<file path="src/rtl/riscv_pkg.sv">
// riscv_pkg: shared register-file geometry and write-back source indices.
package riscv_pkg;
    localparam int XLEN = 32;
    localparam int REG_AW = 5;
    localparam int NREG = 32;
    localparam logic [REG_AW-1:0] REG_ZERO = 5'd0;
    localparam int GNT_LD = 0;
    localparam int GNT_EX = 1;
endpackage

</file>
<file path="src/rtl/wb_arbiter.sv">
// wb_arbiter: LD-over-EX fixed-priority arbiter; EX gets one forced win after MAX_WAIT consecutive losses.
module wb_arbiter import riscv_pkg::*; #(
    parameter int MAX_WAIT = 4
) (
    input  logic       clk,
    input  logic       rst,
    input  logic       ld_valid,
    input  logic       ex_valid,
    output logic [1:0] ready,
    output logic [1:0] grant
);
    localparam int CW = $clog2(MAX_WAIT + 1);
    logic [CW-1:0] wait_cnt;
    logic ex_win;
    always_comb begin
        // ready reflects who would win, even for a requester that is not valid
        ex_win = !ld_valid || (ex_valid && wait_cnt == CW'(MAX_WAIT));
        ready = '0;
        ready[GNT_EX] = ex_win;
        ready[GNT_LD] = !ex_win;
        grant = '0;
        grant[GNT_EX] = ex_valid && ex_win;
        grant[GNT_LD] = ld_valid && !ex_win;
    end
    always_ff @(posedge clk or negedge rst)
        if (!rst)
            wait_cnt <= '0;
        else if (ex_valid && !ex_win)
            wait_cnt <= wait_cnt == CW'(MAX_WAIT) ? wait_cnt : wait_cnt + 1'b1;
        else
            wait_cnt <= '0;
endmodule

</file>
<file path="src/rtl/regfile_wb_scheduler.sv">
// regfile_wb_scheduler: arbitrates LD/EX write-back onto the single regfile write port and
// tracks in-flight destinations to stall issue on RAW/WAW hazards.
module regfile_wb_scheduler import riscv_pkg::*; #(
    parameter int MAX_WAIT = 4
) (
    input  logic              clk,
    input  logic              rst,
    input  logic              iss_valid,
    input  logic [REG_AW-1:0] iss_rd,
    input  logic [REG_AW-1:0] iss_rs1,
    input  logic [REG_AW-1:0] iss_rs2,
    output logic              iss_ready,
    input  logic              ld_valid,
    input  logic [REG_AW-1:0] ld_rd,
    input  logic [XLEN-1:0]   ld_data,
    output logic              ld_ready,
    input  logic              ex_valid,
    input  logic [REG_AW-1:0] ex_rd,
    input  logic [XLEN-1:0]   ex_data,
    output logic              ex_ready,
    output logic              wr_en,
    output logic [REG_AW-1:0] wr_addr,
    output logic [XLEN-1:0]   wr_data,
    output logic [NREG-1:0]   pending
);
    logic [1:0] rdy, gnt;
    logic [REG_AW-1:0] sel_rd;
    logic [XLEN-1:0] sel_data;
    logic iss_set;
    logic [NREG-1:0] pend_next;
    wb_arbiter #(.MAX_WAIT(MAX_WAIT)) u_arb (
        .clk     (clk),
        .rst     (rst),
        .ld_valid(ld_valid),
        .ex_valid(ex_valid),
        .ready   (rdy),
        .grant   (gnt)
    );
    always_comb begin
        ld_ready = rdy[GNT_LD];
        ex_ready = rdy[GNT_EX];
        iss_ready = !(pending[iss_rs1] || pending[iss_rs2] || pending[iss_rd]);
        iss_set = iss_valid && iss_ready && iss_rd != REG_ZERO;
        sel_rd = gnt[GNT_LD] ? ld_rd : ex_rd;
        sel_data = gnt[GNT_LD] ? ld_data : ex_data;
        // WAW blocking guarantees the set and clear never target the same index
        pend_next = ((pending & ~(NREG'(wr_en) << wr_addr)) | (NREG'(iss_set) << iss_rd)) & ~NREG'(1);
    end
    always_ff @(posedge clk or negedge rst)
        if (!rst) begin
            pending <= '0;
            wr_en <= 1'b0;
            wr_addr <= '0;
            wr_data <= '0;
        end else begin
            if (wr_en)
                assert (pending[wr_addr]);
            pending <= pend_next;
            wr_en <= |gnt && sel_rd != REG_ZERO;
            if (|gnt) begin
                wr_addr <= sel_rd;
                wr_data <= sel_data;
            end
        end
endmodule

</file>
<file path="config.mk">
export PLATFORM = sky130hd
export DESIGN_NAME = regfile_wb_scheduler
export DESIGN_NICKNAME = d
export VERILOG_FILES = /design/src/rtl/riscv_pkg.sv /design/src/rtl/wb_arbiter.sv /design/src/rtl/regfile_wb_scheduler.sv
export SDC_FILE = /design/constraint.sdc
export NUM_CORES = 1
export LEC_CHECK = 0
export BUFFER_PORTS_ARGS = -buffer_cell sky130_fd_sc_hd__buf_2
export CORE_ASPECT_RATIO = 1.2
export CORE_UTILIZATION = 30
export CTS_BUF_LIST = sky130_fd_sc_hd__clkbuf_4
export DETAILED_ROUTE_END_ITERATION = 16
export MAX_ROUTING_LAYER = met4
export REMOVE_ABC_BUFFERS = 1
export SYNTH_ARGS = -nofsm -noshare
export SYNTH_HDL_FRONTEND = slang
export SYNTH_SLANG_ARGS = --single-unit
export TNS_END_PERCENT = 10
</file>
<file path="constraint.sdc">
create_clock -name clk -period 5.15 [get_ports clk]
set_clock_uncertainty 0.2 [all_clocks]
set_input_delay 1.545 -clock clk [delete_from_list [all_inputs] [get_ports clk]]
set_output_delay 1.545 -clock clk [all_outputs]
set_load 0.02 [all_outputs]
</file>
* After elaboration in Yosys (flattened, before gate mapping)
Index checks and enable logic that the tools add are counted.
Storage, ports and cells: bits in registers 72, bits of input ports 94, logic and storage cells 42
Operators by class: $add $sub $neg 1, magnitude comparators 3, equal/unequal tests 2, shift operators 2, multiplexer cells 10, bitwise gates (word level) 3, reductions and logical operators 16
Operator list (number):
- << shifter 1 x 5 -> 32 bit | 2
- bitwise AND 32 bit | 1
- two-way mux 32 bit | 1
- NOT 32 bit | 1
- OR 32 bit | 1
- less-than comparator 5 x 6 -> 1 bit, second input constant | 3
- binary-select mux 1 bit (select 5 bit) | 3
- nonzero test 5 bit | 2
- logical AND 1 bit | 7
- two-way mux 3 bit | 2
- two-way mux 5 bit | 1
- adder 3 x 1 -> 3 bit, second input constant | 1
- equality test 3 bit, second input constant | 1
- logical NOT 1 bit | 3
- logical OR 1 bit | 3
- two-way mux 1 bit | 3
- inequality test 2 bit, second input constant | 1
- OR reduction 2 bit | 1

* Longest topological paths before layout
Gate-level depths: netlist of the first run.
word-level depth 9, mapped depth 9, depth with buffers taken out 7

* Cells and area by module
From an unflattened synthesis of the first run, not the netlist that was laid out.
Unflattened totals: cell total of the unflattened synthesis 446, area total of the unflattened synthesis 4405.5 um2
By module, submodules not included:
- regfile_wb_scheduler | times used 1, cells an instance 426, area an instance 4214.0 um2
- wb_arbiter | times used 1, cells an instance 20, area an instance 191.4 um2

* Worst setup path after synthesis of the first run
Ideal clock, no wire load.
kind input to output, start point in iss_rs1[2], end point out iss_ready, arrival time 3.548 ns, data required time 3.405 ns, slack -0.143 ns, stages on the path 8, path through buf_1 > mux4_2 > mux2i_1 > a211oi_1 > or4_1 > buf_2 > buf_6 > nor3b_2
Between the ends: cells in the longest elaborated chain, start to end 5
RTL lines:
- start: declaration | line regfile_wb_scheduler.sv:10 | input logic [REG_AW-1:0] iss_rs1,
- binary-select mux 1 bit (select 5 bit) | line regfile_wb_scheduler.sv:42 | iss_ready = !(pending[iss_rs1] || pending[iss_rs2] || pending[iss_rd]);
- two-way mux 1 bit (not written as such) | line regfile_wb_scheduler.sv:42
- logical OR 1 bit (2 in series) | line regfile_wb_scheduler.sv:42
- logical NOT 1 bit | line regfile_wb_scheduler.sv:42
- end: declaration | line regfile_wb_scheduler.sv:12 | output logic iss_ready,
No other way between the ends. The select of a mux whose other input is x is not followed.

* Worst setup path in the final report of the first run
start point in iss_rs1[1], end point out iss_ready
Same word-level chain as after synthesis.

==> results.json, run 1 <==
{
  "clk_path_buf_depth": 2,
  "die_w_um": 112.8,
  "fillCellCount": 1464,
  "gp_congestion": 0.9535,
  "finalSetupTns_ps": -25.97,
  "synth_top_area_share_pct": 40.74,
  "ff2ff_path_depth": 7,
  "p_int_mw": 1.307,
  "multiInputGateArea_mm2": 0.002437,
  "yosys_register_bits": 72,
  "cts_tree": "done",
  "final_cells": 782,
  "syn_area_per_cell_um2": 9.895,
  "die-area_mm2": 0.01523,
  "yosys_warnings": 0,
  "fin_ws_ps": -25.97,
  "hold_viol": 0,
  "post_cts_buffers": 0,
  "start_util_pct": 30.69,
  "antenna_left": 0,
  "status": "complete, but fails checks",
  "wl_um": 14610,
  "synth_largest_area_cell": "dfrtp_1",
  "first_pass_iters": 5,
  "grt_pass1_vias": 4382,
  "fin_area_mm2": 0.005650,
  "synth.area.top_cells": "dfrtp_1 (41%), mux2i_1 (13%), o21ai_0 (8.3%)",
  "drtIter0Drc": 210,
  "insertion_delay_ps": 450,
  "yosysSeqAreaShare_pct": 40.74,
  "drv_cap": 0,
  "numCtsBuffers": 9,
  "final_cell_mix": "buf_2 (162), o21ai_0 (73), dfrtp_1 (72), mux2i_1 (58), nand2_1 (56)",
  "root_buffer": "clkbuf_4",
  "dpl_cell_area_mm2": 0.005430,
  "powerDensity_mw_per_mm2": 399.1,
  "synthFlopType": "dfrtp_1",
  "layout_commonest_cell": "buf_2",
  "worst_setup_path_start_kind": "primary input",
  "cp-end-kind": "primary output",
  "setup_viol": 1,
  "violations": "setup timing",
  "layout-drive-gt1-share_pct": 39.70,
  "worstMarginPinSlew_ps": 1014,
  "wl_per_cell_um": 18.69,
  "ioPinCount": 167,
  "antenna_found_initial": 0,
  "pre_cts_ws_ps": -256.8,
  "cts_htree_levels": 3,
  "crit_fanout": 3,
  "grt_pass1_wl_um": 23180,
  "port_buffers": 165,
  "finalCritPeriodShare_pct": 100.5,
  "syn_inst": 447,
  "drv_slew": 0,
  "hpwl_um": 11190,
  "p_comb_share_pct": 39.1,
  "cts.sinks": 72,
  "async_flop_share_pct": 100.0,
  "switching_share_pct": 42.03,
  "ir_worst_vdd_mv": 0.1395,
  "clkPwrFrac_pct": 20.8,
  "core_area_mm2": 0.01441,
  "grt-ovfl-total": 0,
  "required_ps": 3410,
  "num_vias": 4242,
  "power_mw": 2.255,
  "whs_path_depth": 1,
  "p_leak_nw": 2.605,
  "p_sw_mw": 0.9479,
  "hold_slack_ps": 274.6,
  "min_period_ps": 5176,
  "worstSetupPathType": "primary input to primary output",
  "netlist_area_mm2": 0.004423,
  "drcViolationCount": 0,
  "worstPathArrival_ps": 3430,
  "grtUsageTotal_pct": 20.41,
  "max_freq_mhz": 193.2,
  "rsz0062_at_grt": "yes",
  "rows": 48,
  "regArea_mm2": 0.001802,
  "nets": 698,
  "via_per_inst": 5.425,
  "final_util_pct": 39.20,
  "area_delta_synth_final_pct": 27.75,
  "ys_types": 45,
  "maxSlewHeadroom_pct": 32.27,
  "synth_edf_count": 0,
  "grt_max_degree": 79,
  "antenna_cells_inserted": 0,
  "hold_class": "register to register",
  "power_frac_seq_pct": 40.1,
  "cts.reportedPaths.clkPinSlew_ps": 140,
  "die_h_um": 135.0,
  "dpl.cell_count": 766
}
## power groups by stage
stage / combinational (mW) / clock, mW / sequential, mW
finish: 0.882 / 0.470 / 0.904
global route: 0.952 / 0.504 / 0.923
CTS: 0.885 / 0.481 / 0.900
detailed placement: 0.872 / 0 / 0.911
global placement: 0.851 / 0 / 0.911
floorplan: 0.394 / 0 / 0.985
## worst max-delay path: stages
cell	delay, ps
buf_8	90
buf_12	90
mux4_2	490
mux2i_1	170
a211oi_1	90
or4_4	520
nor3b_4	280
buf_6	150
## final timing paths
kind | start | end | slack [ps]
worst max register to register | pending[5]$_DFF_PN0_ | pending[12]$_DFF_PN0_ | 2380
worst max-delay path | iss_rs1[1] | iss_ready | -30
max in group asynchronous | rst | pending[19]$_DFF_PN0_ | 2760
worst min register to register | u_arb.wait_cnt[0]$_DFFE_PN0P_ | u_arb.wait_cnt[0]$_DFFE_PN0P_ | 270
worst min-delay path | u_arb.wait_cnt[0]$_DFFE_PN0P_ | u_arb.wait_cnt[0]$_DFFE_PN0P_ | 270
min in group asynchronous | rst | wr_data[15]$_DFFE_PN0P_ | 1030
## state kept, by name (all words and copies together), names as in the netlist
name and cells:
wr_addr 5, u_arb.wait_cnt 3, pending 31, wr_data 32
wr_en 1
## synthesized netlist by cell type (2+ instances only)
master and count:
or4_1 3, buf_1 3, nor2_1 13, nand2_1 56, nand2b_1 4, ha_1 2, a22oi_1 2, nor2b_1 3
a21oi_1 2, mux2_1 2, a311oi_1 2, inv_1 5, dfrtp_1 72, buf_2 5, mux2i_1 58, o31ai_1 2
mux4_2 13, buf_6 4, nor3b_1 6, nand3b_1 6, o21ai_0 73, clkbuf_1 23, nor3_1 2, nand3_1 32
o31ai_2 20, or2_2 5, and3_1 3, o21ai_1 9
## logic make-up (layout without fill, tap and decap cells)
| kind of cell | Yosys count | after routing | share of synthesized area (%) |
|---|---|---|---|
| adder cells (fa/ha/maj) | 2 | 2 | 0.5657 |
| flip-flops | 72 | 72 | 40.74 |
| AND/OR/NAND/NOR | 138 | 138 | 15.45 |
| AO/OA/AOI/OAI | 118 | 118 | 18.25 |
| multiplexers | 73 | 73 | 20.25 |
| XOR/XNOR | 1 | 1 | 0.1981 |
| other | 1 | 1 | 0.08478 |
| buffers and inverters | 42 | 202 | 4.469 |
## metal layers
layer | global-route usage [%] | up-vias | share of wire (%)
li1 | - | 1947 | -
met1 | 23.95 | 2026 | 41
met2 | 33.16 | 239 | 48
met3 | 4.443 | 30 | 8.1
met4 | 10.00 | 0 | 3.1
met5 | - | - | 0
## final cells by class
class	instances	area share [%]
well taps	175	3.875
clock inverters	7	2.126
inverters	6	0.3986
clock buffers	9	1.196
multi-input cells	333	43.14
flip-flops and latches	72	31.89
repair buffers	180	17.38
## what timing repair did
action	in CTS	in global routing
resized for setup	8	1
pin swaps	3	1
endpoints found under the setup margin	1	1
hold buffers	0	0
Note: power is estimated with default switching activity, not from simulation.
==> run 2, diff against run 1 <==
--- a/config.mk
+++ b/config.mk
@@ -6,12 +6,12 @@
 export NUM_CORES = 1
 export LEC_CHECK = 0
 export BUFFER_PORTS_ARGS = -buffer_cell sky130_fd_sc_hd__buf_2
-export CORE_ASPECT_RATIO = 1.2
 export CORE_UTILIZATION = 30
 export CTS_BUF_LIST = sky130_fd_sc_hd__clkbuf_4
 export DETAILED_ROUTE_END_ITERATION = 16
 export MAX_ROUTING_LAYER = met4
 export REMOVE_ABC_BUFFERS = 1
+export SLEW_MARGIN = 40
 export SYNTH_ARGS = -nofsm -noshare
 export SYNTH_HDL_FRONTEND = slang
 export SYNTH_SLANG_ARGS = --single-unit
==> results.json, run 2 (same netlist as run 1, synthesis figures left out) <==
{
  "crit_fanout": 4,
  "die_w_um": 123.4,
  "cts_tree": "done",
  "max_freq_mhz": 196.2,
  "hold_slack_ps": 274.2,
  "area_delta_synth_final_pct": 25.71,
  "antenna_found_initial": 0,
  "grtUsageTotal_pct": 18.94,
  "top_register": "wr_data",
  "rows": 44,
  "ff2ff_path_depth": 7,
  "path_cells": "buf_12, mux2_4, a311o_1, nor3_2, a211oi_2, or4_4, nor3b_4, buf_6",
  "final_cells": 786,
  "powerDensity_mw_per_mm2": 374.0,
  "port_buffers": 165,
  "die_h_um": 123.4,
  "max_stage_delay_ps": 540,
  "required_ps": 3410,
  "fillCellCount": 1468,
  "timing.critical_path.buf_inv": 2,
  "ioPinCount": 167,
  "largestRegisters": "wr_data (32), pending (31), wr_addr (5)",
  "hpwl_um": 10210,
  "finalCritPeriodShare_pct": 98.97,
  "clk_path_buf_depth": 2,
  "fin_area_mm2": 0.005560,
  "num_vias": 4107,
  "start_util_pct": 30.55,
  "dpl.cell_count": 770,
  "die-area_mm2": 0.01523,
  "layout_commonest_cell": "buf_2",
  "setup_viol": 0,
  "drtIter0Drc": 206,
  "min_period_ps": 5097,
  "status": "complete, no violations",
  "crit_family": "simple AND/OR/NAND/NOR gates",
  "grt_max_degree": 79,
  "rsz0062_at_grt": "yes",
  "cts.reportedPaths.clkPinSlew_ps": 120,
  "antenna_left": 0,
  "worstMarginPinSlew_ps": 861.6,
  "numCtsBuffers": 9,
  "gp_congestion": 0.8585,
  "hold_viol": 0,
  "cp-end-kind": "primary output",
  "grt_pass1_vias": 4026,
  "worstSetupPathType": "primary input to primary output",
  "finalSetupTns_ps": 0,
  "pre_cts_ws_ps": -118.5,
  "antenna_cells_inserted": 0,
  "p_leak_nw": 2.556,
  "worstPathArrival_ps": 3350,
  "wl_per_cell_um": 17.36,
  "final_cell_mix": "buf_2 (161), o21ai_0 (73), dfrtp_1 (72), mux2i_1 (58), nand2_1 (56)",
  "ir_worst_vdd_mv": 0.1284,
  "insertion_delay_ps": 420,
  "cp_slowest_cell": "or4_4",
  "core_area_mm2": 0.01448,
  "worst_setup_path_start_kind": "primary input",
  "first_pass_iters": 5,
  "maxSlewHeadroom_pct": 42.42,
  "dpl_cell_area_mm2": 0.005403,
  "wl_um": 13650,
  "drcViolationCount": 0,
  "grt-ovfl-total": 0,
  "path_depth": 8,
  "root_buffer": "clkbuf_4",
  "cts_htree_levels": 3,
  "drv_cap": 0,
  "cts.sinks": 72,
  "via_per_inst": 5.225,
  "grt_pass1_wl_um": 21260,
  "whs_path_depth": 1,
  "drv_slew": 0,
  "fin_ws_ps": 53.03,
  "nets": 693,
  "hold_class": "register to register",
  "largest_register_ffs": 32,
  "layout-drive-gt1-share_pct": 39.53
}
run 2: cell count changes in the layout (fill, tap and decap cells not counted), moves of 2 or more:
cell,delta
buf_4,-4
clkinv_4,-2
clkbuf_4,+2
buf_6,+2
bufinv_16,-3
run 2: repair_timing:
item / in CTS / in global routing
setup buffers: 0 / 0
gates resized for setup: 4 / 9
hold buffers: 0 / 0
setup endpoints to repair: 1 / 1
pin swaps: 5 / 4
run 2: path summary, 6_finish.rpt:
check / from / endpoint / slack (ps)
worst max-delay path: iss_rs1[1] / iss_ready / 50
worst min-delay path: u_arb.wait_cnt[0]$_DFFE_PN0P_ / u_arb.wait_cnt[0]$_DFFE_PN0P_ / 270
worst max register to register: pending[7]$_DFF_PN0_ / pending[10]$_DFF_PN0_ / 2400
worst min register to register: u_arb.wait_cnt[0]$_DFFE_PN0P_ / u_arb.wait_cnt[0]$_DFFE_PN0P_ / 270
max in group asynchronous: rst / wr_en$_DFF_PN0_ / 3360
min in group asynchronous: rst / wr_data[11]$_DFFE_PN0P_ / 930
run 2: layout make-up:
class	instances	area [µm²]	area share [%]
clock buffer	12	90.09	1.620
clock inverter	4	21.27	0.3825
timing repair buffer	175	947.2	17.03
inverter	6	22.52	0.4050
sequential	72	1802	32.40
tap	184	230.2	4.140
multi-input combinational	333	2447	44.01
run 2: per-layer routing:
metal,GRT usage [%],part of all wire [%]
met1,25.20,44
met4,6.551,1.8
met3,3.413,7.7
met2,28.95,46
met5,-,0
run 2: report_power, final:
part           internal (mW)  switching, mW
Combinational          0.364          0.508
Sequential             0.696          0.210
Clock                  0.113          0.189
run 2: through the flow:
step | util (%) | power (mW)
2_1_floorplan | - | 1.379
3_3_place_gp | 37.25 | 1.748
3_5_place_dp | 37.31 | 1.769
4_1_cts | 38.17 | 2.080
5_1_grt | 38.40 | 2.213
6_report | 38.40 | 2.080
==> run 3, diff against run 2 <==
--- a/config.mk
+++ b/config.mk
@@ -15,4 +15,3 @@
 export SYNTH_ARGS = -nofsm -noshare
 export SYNTH_HDL_FRONTEND = slang
 export SYNTH_SLANG_ARGS = --single-unit
-export TNS_END_PERCENT = 10
==> constraint.sdc (replaced) <==
create_clock -name clk -period 5.9 [get_ports clk]
set_clock_uncertainty 0.2 [all_clocks]
set_input_delay 1.77 -clock clk [delete_from_list [all_inputs] [get_ports clk]]
set_output_delay 1.77 -clock clk [all_outputs]
set_load 0.02 [all_outputs]
==> results.json, run 3 (same netlist as run 1, synthesis figures left out) <==
{
  "gp_congestion": 0.9142,
  "worstPathArrival_ps": 3750,
  "grt_pass1_wl_um": 21310,
  "cts_htree_levels": 3,
  "largestRegisters": "wr_data (32), pending (31), wr_addr (5)",
  "setup_viol": 0,
  "rsz0062_at_grt": "no",
  "first_pass_iters": 4,
  "powerDensity_mw_per_mm2": 334.8,
  "drtIter0Drc": 223,
  "multiInputGateArea_mm2": 0.002429,
  "grt-ovfl-total": 0,
  "final_cell_mix": "buf_2 (164), o21ai_0 (73), dfrtp_1 (72), mux2i_1 (58), nand2_1 (56)",
  "finalCritPeriodShare_pct": 96.98,
  "path_cells": "buf_2, mux2_1, a311o_1, nor3_2, a211oi_1, or4_1, nor3b_2, buf_2",
  "wl_per_cell_um": 17.48,
  "cts.reportedPaths.clkPinSlew_ps": 110,
  "top_register": "wr_data",
  "die_w_um": 123.4,
  "cp_slowest_cell": "or4_1",
  "layout_commonest_cell": "buf_2",
  "num_vias": 4119,
  "worst_setup_path_start_kind": "primary input",
  "ir_worst_vdd_mv": 0.1246,
  "cts.sinks": 72,
  "post_cts_resized": 0,
  "cts_tree": "done",
  "hold_class": "register to register",
  "crit_family": "simple AND/OR/NAND/NOR gates",
  "final_cells": 783,
  "pre_cts_ws_ps": 188.3,
  "hold_slack_ps": 279.1,
  "antenna_left": 0,
  "area_delta_synth_final_pct": 24.19,
  "cts_hold_buf": 0,
  "root_buffer": "clkbuf_4",
  "die-area_mm2": 0.01523,
  "clk_path_buf_depth": 2,
  "regArea_mm2": 0.001802,
  "min_period_ps": 5722,
  "p_leak_nw": 2.527,
  "core_area_mm2": 0.01448,
  "wl_um": 13690,
  "max_freq_mhz": 174.8,
  "nets": 689,
  "largest_register_ffs": 32,
  "worstSetupPathType": "primary input to primary output",
  "layout-drive-gt1-share_pct": 38.46,
  "hpwl_um": 10260,
  "crit_fanout": 4,
  "required_ps": 3930,
  "grt_max_degree": 79,
  "numCtsBuffers": 9,
  "dpl.cell_count": 766,
  "ff2ff_setup_slack_ps": 3080,
  "max_stage_delay_ps": 550,
  "crit_top_cell": "buf_2",
  "fin_ws_ps": 178.4,
  "cp-end-kind": "primary output",
  "port_buffers": 165,
  "antenna_found_initial": 1,
  "hold_viol": 0,
  "die_h_um": 123.4,
  "drcViolationCount": 0,
  "ioPinCount": 167,
  "insertion_delay_ps": 410,
  "post_cts_buffers": 0,
  "start_util_pct": 30.55,
  "drv_cap": 0,
  "rows": 44,
  "status": "complete, no violations",
  "worstMarginPinSlew_ps": 801.2,
  "via_per_inst": 5.261,
  "grt_pass1_vias": 4073,
  "fillCellCount": 1481,
  "grtUsageTotal_pct": 18.93,
  "maxSlewHeadroom_pct": 46.46,
  "timing.critical_path.buf_inv": 2,
  "drv_slew": 0
}
-- run 3: changes by cell type in the layout (fill, tap and decap cells not counted), sizes merged --
cell      before  now
buf          175  171
bufinv         0    1
clkbuf        12   11
clkinv         3    4
clkinvlp       1    0
diode          0    1
-- run 3: layout make-up --
cell class                 count  share of cell area [%]
sequential                    72                   32.80
tap                          184                   4.191
clock inverter                 5                  0.8656
timing repair buffer         171                   15.97
multi-input combinational    333                   44.21
antenna                        1                 0.04556
inverter                       6                  0.4100
clock buffer                  11                   1.503
-- run 3: layer usage --
layer | share of wire, % | track usage (%)
met5 | 0 | -
met4 | 2.2 | 7.530
met3 | 7.8 | 3.137
met2 | 46 | 30.03
met1 | 44 | 24.07
-- run 3: stage by stage --
stage	util (%)	area [µm²]	setup TNS (ps)	power, mW
detailed placement	36.99	5355	0	1.547
CTS	37.88	5485	0	1.851
global route	37.94	5493	0	1.952
global placement	36.96	5351	0	1.527
floorplan	-	4248	-246.3	1.203
finish	37.94	5493	0	1.839
-- run 3: final timing paths --
path                                                     from                            end  cells past startpoint
max in group asynchronous                                 rst          pending[19]$_DFF_PN0_                      1
worst min-delay path            u_arb.wait_cnt[0]$_DFFE_PN0P_  u_arb.wait_cnt[0]$_DFFE_PN0P_                      1
worst min register to register  u_arb.wait_cnt[0]$_DFFE_PN0P_  u_arb.wait_cnt[0]$_DFFE_PN0P_                      1
worst max-delay path                               iss_rs1[1]                      iss_ready                      8
min in group asynchronous                                 rst        wr_data[17]$_DFFE_PN0P_                      1
worst max register to register           pending[5]$_DFF_PN0_           pending[1]$_DFF_PN0_                      7
-- run 3: report_power, final --
| group | internal [mW] | leakage (nW) | switching [mW] |
|---|---|---|---|
| registers | 0.607 | 0.867 | 0.190 |
| logic | 0.307 | 1.58 | 0.436 |
| clock network | 0.135 | 0.0757 | 0.165 |
-- run 3: worst register-to-register path, cell delays in order, from the launching register on --
cell and delay, ps:
dfrtp_1 470, mux2_1 320, a311o_1 360, nor3_2 120
a211oi_1 60, or4_1 550, buf_4 300, o31ai_1 340
